### src/rtl/regfile32_pkg.sv
// Shared widths and FSM encoding for the 32-entry register bank write side.
package regfile32_pkg;
  localparam int ADDR_W = 5;
  localparam int DEPTH  = 32;
  localparam int LEN_W  = 5;

  typedef enum logic {
    S_IDLE,
    S_BURST
  } state_t;
endpackage

### src/rtl/decoder_5_to_32.sv
// Index-to-one-hot decoder producing the per-entry write enables.
module decoder_5_to_32
  import regfile32_pkg::*;
(
  input  logic [ADDR_W-1:0] idx,
  input  logic              en,
  output logic [DEPTH-1:0]  onehot
);

  always_comb begin
    onehot      = '0;
    onehot[idx] = en;
  end

endmodule

### src/rtl/regfile32_writer.sv
// Burst write side of the 32-entry register bank: command channel, data channel,
// auto-incrementing address, all entries exported on q.
//
//   state   | meaning
//   S_IDLE  | waiting for a command (cmd_ready high once out of reset)
//   S_BURST | accepting data beats until remaining reaches zero
module regfile32_writer
  import regfile32_pkg::*;
#(
  parameter int N = 32
) (
  input  logic                 clk,
  input  logic                 rst,
  input  logic                 cmd_valid,
  output logic                 cmd_ready,
  input  logic [ADDR_W-1:0]    cmd_addr,
  input  logic [LEN_W-1:0]     cmd_len,
  input  logic                 data_valid,
  output logic                 data_ready,
  input  logic [N-1:0]         data,
  output logic [DEPTH*N-1:0]   q,
  output logic                 busy,
  output logic                 done
);

  state_t            state;
  logic [ADDR_W-1:0] addr;
  logic [LEN_W-1:0]  remaining;
  logic [DEPTH-1:0]  we;
  logic              beat;

  assign beat = data_valid & data_ready;

  // Handshake outputs are registers so nothing reaches them combinationally
  // from the inputs, and cmd_ready stays low through reset.
  always_ff @(posedge clk) begin
    if (rst) begin
      state      <= S_IDLE;
      addr       <= '0;
      remaining  <= '0;
      cmd_ready  <= 1'b0;
      data_ready <= 1'b0;
      busy       <= 1'b0;
      done       <= 1'b0;
    end else begin
      done <= 1'b0;
      case (state)
        S_IDLE: begin
          cmd_ready <= 1'b1;
          if (cmd_valid && cmd_ready) begin
            addr       <= cmd_addr;
            remaining  <= cmd_len;
            state      <= S_BURST;
            cmd_ready  <= 1'b0;
            data_ready <= 1'b1;
            busy       <= 1'b1;
          end
        end
        S_BURST: begin
          if (beat) begin
            addr <= addr + 1'b1;
            if (remaining == '0) begin
              state      <= S_IDLE;
              cmd_ready  <= 1'b1;
              data_ready <= 1'b0;
              busy       <= 1'b0;
              done       <= 1'b1;
            end else begin
              remaining <= remaining - 1'b1;
            end
          end
        end
        default: state <= S_IDLE;
      endcase
    end
  end

  decoder_5_to_32 u_dec (
    .idx    (addr),
    .en     (beat),
    .onehot (we)
  );

  for (genvar i = 0; i < DEPTH; i++) begin : g_entry
    logic [N-1:0] r;
    always_ff @(posedge clk) begin
      if (rst)        r <= '0;
      else if (we[i]) r <= data;
    end
    assign q[i*N +: N] = r;
  end

endmodule

### config.mk
export PLATFORM = sky130hd
export DESIGN_NAME = regfile32_writer
export DESIGN_NICKNAME = d
export VERILOG_FILES = /design/src/rtl/regfile32_pkg.sv /design/src/rtl/decoder_5_to_32.sv /design/src/rtl/regfile32_writer.sv
export SDC_FILE = /design/constraint.sdc
export NUM_CORES = 2
export LEC_CHECK = 0
export CORE_AREA = 5 5 411 413
export CTS_CLUSTER_DIAMETER = 200
export CTS_CLUSTER_SIZE = 30
export DETAILED_ROUTE_END_ITERATION = 16
export DIE_AREA = 0 0 416 418
export GPL_TIMING_DRIVEN = 0
export MAX_ROUTING_LAYER = met4
export REMOVE_ABC_BUFFERS = 1
export SLEW_MARGIN = 0
export SYNTH_ARGS = -nofsm -noshare
export SYNTH_HDL_FRONTEND = slang
export SYNTH_SLANG_ARGS = --single-unit
### constraint.sdc
create_clock -name clk -period 1.7 [get_ports clk]
set_input_delay 0.51 -clock clk [delete_from_list [all_inputs] [get_ports clk]]
set_output_delay 0.51 -clock clk [all_outputs]
set_load 0.01 [all_outputs]
==> impl_metrics.json <==
{
  "synth.distinct_cells": 41,
  "crit_required_ns": 2.29,
  "violations": "negative setup slack",
  "synthSimpleGateAreaFrac": 0.2325,
  "rrSetupSlack_ns": -0.26,
  "cap_violations": 0,
  "synthArstFlopShare": 0,
  "routedWlPerCell_um": 26.05,
  "clockRootBuffer": "clkbuf_16",
  "yosys_warnings": 0,
  "setup_slack_ns": -0.2803,
  "grt_max_degree": 85,
  "ant_nets": 0,
  "first_global_vias": 33670,
  "cp_top_family": "buffers and inverters",
  "synth_xor_area_frac": 0,
  "drive_gt1_frac": 0.1617,
  "cp.depth": 10,
  "nNetsFinal": 5776,
  "fin_crit_ns": 1.980,
  "r2r_end": "g_entry[12].r[31]",
  "dpl.hpwl_um": 118100,
  "status": "complete, but fails checks",
  "clk_path_buf_depth": 3,
  "path_cells": "dlygate4sd2_1, nand3_4, buf_12, buf_8, buf_8, nor2_4, buf_6, buf_12, nand2_4, a21oi_2",
  "grt_use_total": 0.2198,
  "synthFlopType": "dfxtp_1",
  "start_util": 0.2228,
  "hold_depth": 3,
  "die_area_um2": 173900,
  "clock_sinks": 1038,
  "detail_route.iter0.violations": 4302,
  "p_leak_nw": 22.51,
  "clkSlewWorstSetupHoldPaths_ns": 0.12,
  "grt_pass1_wl_um": 267400,
  "drc_errors": 0,
  "synth_fa_ha_area_frac": 0.001708,
  "arrival_ns": 2.57,
  "worstReg2RegStart": "busy",
  "slew_headroom": 0.3023,
  "netlist_instances": 4695,
  "yosys.area.top_type": "dfxtp_1",
  "place_area_um2": 48940,
  "ir_worst_vdd_v": 0.0006801,
  "io_pins": 1074,
  "startpoint_type": "input pin",
  "viasPerCell": 4.833,
  "h-tree-depth": 2,
  "yosys.area.top_type_share": 0.5673,
  "cpPeakStageDelay_ns": 0.71,
  "min_path_type": "in2reg",
  "numCtsBuffers": 40,
  "syn_area_per_cell_um2": 7.802,
  "syn_area_um2": 36630,
  "num_vias": 38290,
  "antenna_found_initial": 13,
  "crit_start": "data_valid",
  "syn_to_final_growth_pct": 52.01,
  "tightestPinTransition_ns": 1.047,
  "cp_max_fo": 12,
  "max_freq_mhz": 505.0,
  "die_height_um": 418,
  "clk_latency_ns": 0.66,
  "first_pass_iters": 6,
  "hold_viol_final": 0,
  "stdcell_area_um2": 55680,
  "drv_slew": 0,
  "power.density_nw_per_um2": 720.4,
  "fin_total_pwr_mw": 40.12,
  "muxShareOfSynthArea": 0.0008539,
  "wirelength_um": 206400,
  "final_common_cell": "nand2_1",
  "finalSetupViolCount": 1947,
  "r2r_cells": 10,
  "synth_compound_area_frac": 0.1452,
  "finalCritPeriodShare": 1.165,
  "cp-end-kind": "register",
  "final_cell_mix": "nand2_1, dfxtp_1, a21oi_1",
  "port_buffers": 1073,
  "overflow": 0,
  "ys_ff_latch": 1038,
  "cts_tree": "done",
  "core_um2": 164400,
  "fin_skew_ns": 0.03177,
  "crit_buf_inv": 6,
  "yosysSeqAreaShare": 0.5673,
  "synthTopCellsByArea": "dfxtp_1, nand2_1, a21oi_1, clkbuf_1, buf_2",
  "gp_congestion": 0.8105,
  "slowest_stage": "dlygate4sd2_1",
  "synth_top_family_by_area": "simple AND/OR/NAND/NOR gates",
  "critPathKind": "in2reg",
  "die_w_um": 416,
  "synth_enable_flop_cells": 0,
  "endpoint": "g_entry[25].r[26]",
  "rsz0062_at_grt": "yes",
  "fp-row-count": 149
}
-- state kept, by name (all words and copies together) (netlist names) --
name / cells
done: 1
remaining: 5
busy: 1
cmd_ready: 1
g_entry.r: 1024
state: 1
addr: 5
-- synthesized netlist by cell type, types with 2 or more instances --
library cell	number
nand2_1	2091
dfxtp_1	1038
a21oi_1	1033
clkbuf_1	237
buf_2	133
buf_4	41
nor2_2	16
nor2_4	16
o21ai_0	11
inv_1	8
and3_1	6
buf_1	5
ha_1	5
nor2_1	5
and3b_1	4
nand3_1	4
nand3_4	4
a211oi_1	3
or3b_4	3
a31o_2	2
mux2i_1	2
nand2b_1	2
nand3b_1	2
nand3b_2	2
nor2b_1	2
nor3_1	2
nor3b_2	2
o22ai_1	2
o31a_1	2
-- timing repair --
action,4_1_cts,5_1_grt
cloned,51,17
buffers inserted,195,42
setup endpoints to repair,2066,2037
pin swaps,193,108
hold buffers,0,0
gates resized for setup,1753,366
-- where the power goes --
part           internal, mW  switching, mW
Sequential             24.4         0.0863
Clock                  4.40           8.03
Combinational         0.904           2.31
-- worst register-to-register path: stages (launching register included) --
cell,delay [ns]
dfxtp_4,0.39
buf_8,0.13
buf_12,0.12
buf_12,0.10
nand3_4,0.12
buf_12,0.21
buf_6,0.14
nor2_4,0.21
clkbuf_16,0.25
nand2_1,0.07
a21oi_1,0.15
-- logic make-up after synthesis --
| logic type | Yosys count |
|---|---|
| AND/OR/NAND/NOR | 2168 |
| multiplexers | 3 |
| buffers and inverters | 425 |
| flip-flops | 1038 |
| adder cells (fa/ha/maj) | 5 |
| AO/OA/AOI/OAI | 1056 |
-- per-layer routing --
metal  share of wire  GRT usage
met1            0.37     0.2527
met2            0.49     0.3680
met3           0.084    0.04400
met4           0.058     0.1050
met5               0          -
-- worst min-delay path by stage --
| stage | from | end | slack (ns) |
|---|---|---|---|
| after floorplan | remaining[4] | remaining[4] | 0.45 |
| after global placement | g_entry[6].r[9] | g_entry[6].r[9] | 0.44 |
| after detailed placement | g_entry[29].r[29] | g_entry[29].r[29] | 0.45 |
| after CTS | data[12] | g_entry[5].r[12] | 0.09 |
| after global routing | data[12] | g_entry[4].r[12] | 0.13 |
| final | data[12] | g_entry[5].r[12] | 0.15 |
-- final cells by class --
type | instances | area [µm²]
Antenna cell | 9 | 22.52
Clock buffer | 41 | 1026
Clock inverter | 1 | 16.27
Fill cell | 17180 | 108700
Inverter | 8 | 32.53
Multi-Input combinational cell | 3269 | 16430
Sequential cell | 1038 | 20860
Tap cell | 2189 | 2739
Timing Repair Buffer | 1368 | 14560
-- through the flow --
stage / setup slack (ns) / TNS, ns / hold slack, ns / util / std cells
floorplan: -0.3652 / -295.63 / 0.4519 / - / 4278
global placement: -28.85 / - / 0.4413 / 0.2932 / 7540
detailed placement: -2.425 / -2226.07 / 0.4453 / 0.2976 / 7572
CTS: -0.1981 / -256.58 / 0.09027 / 0.3272 / 7860
global route: -0.2927 / -328.82 / 0.1295 / 0.3386 / 7922
finish: -0.2803 / -211.26 / 0.1527 / 0.3386 / 7923
Note: power is estimated with default switching activity, not from simulation.
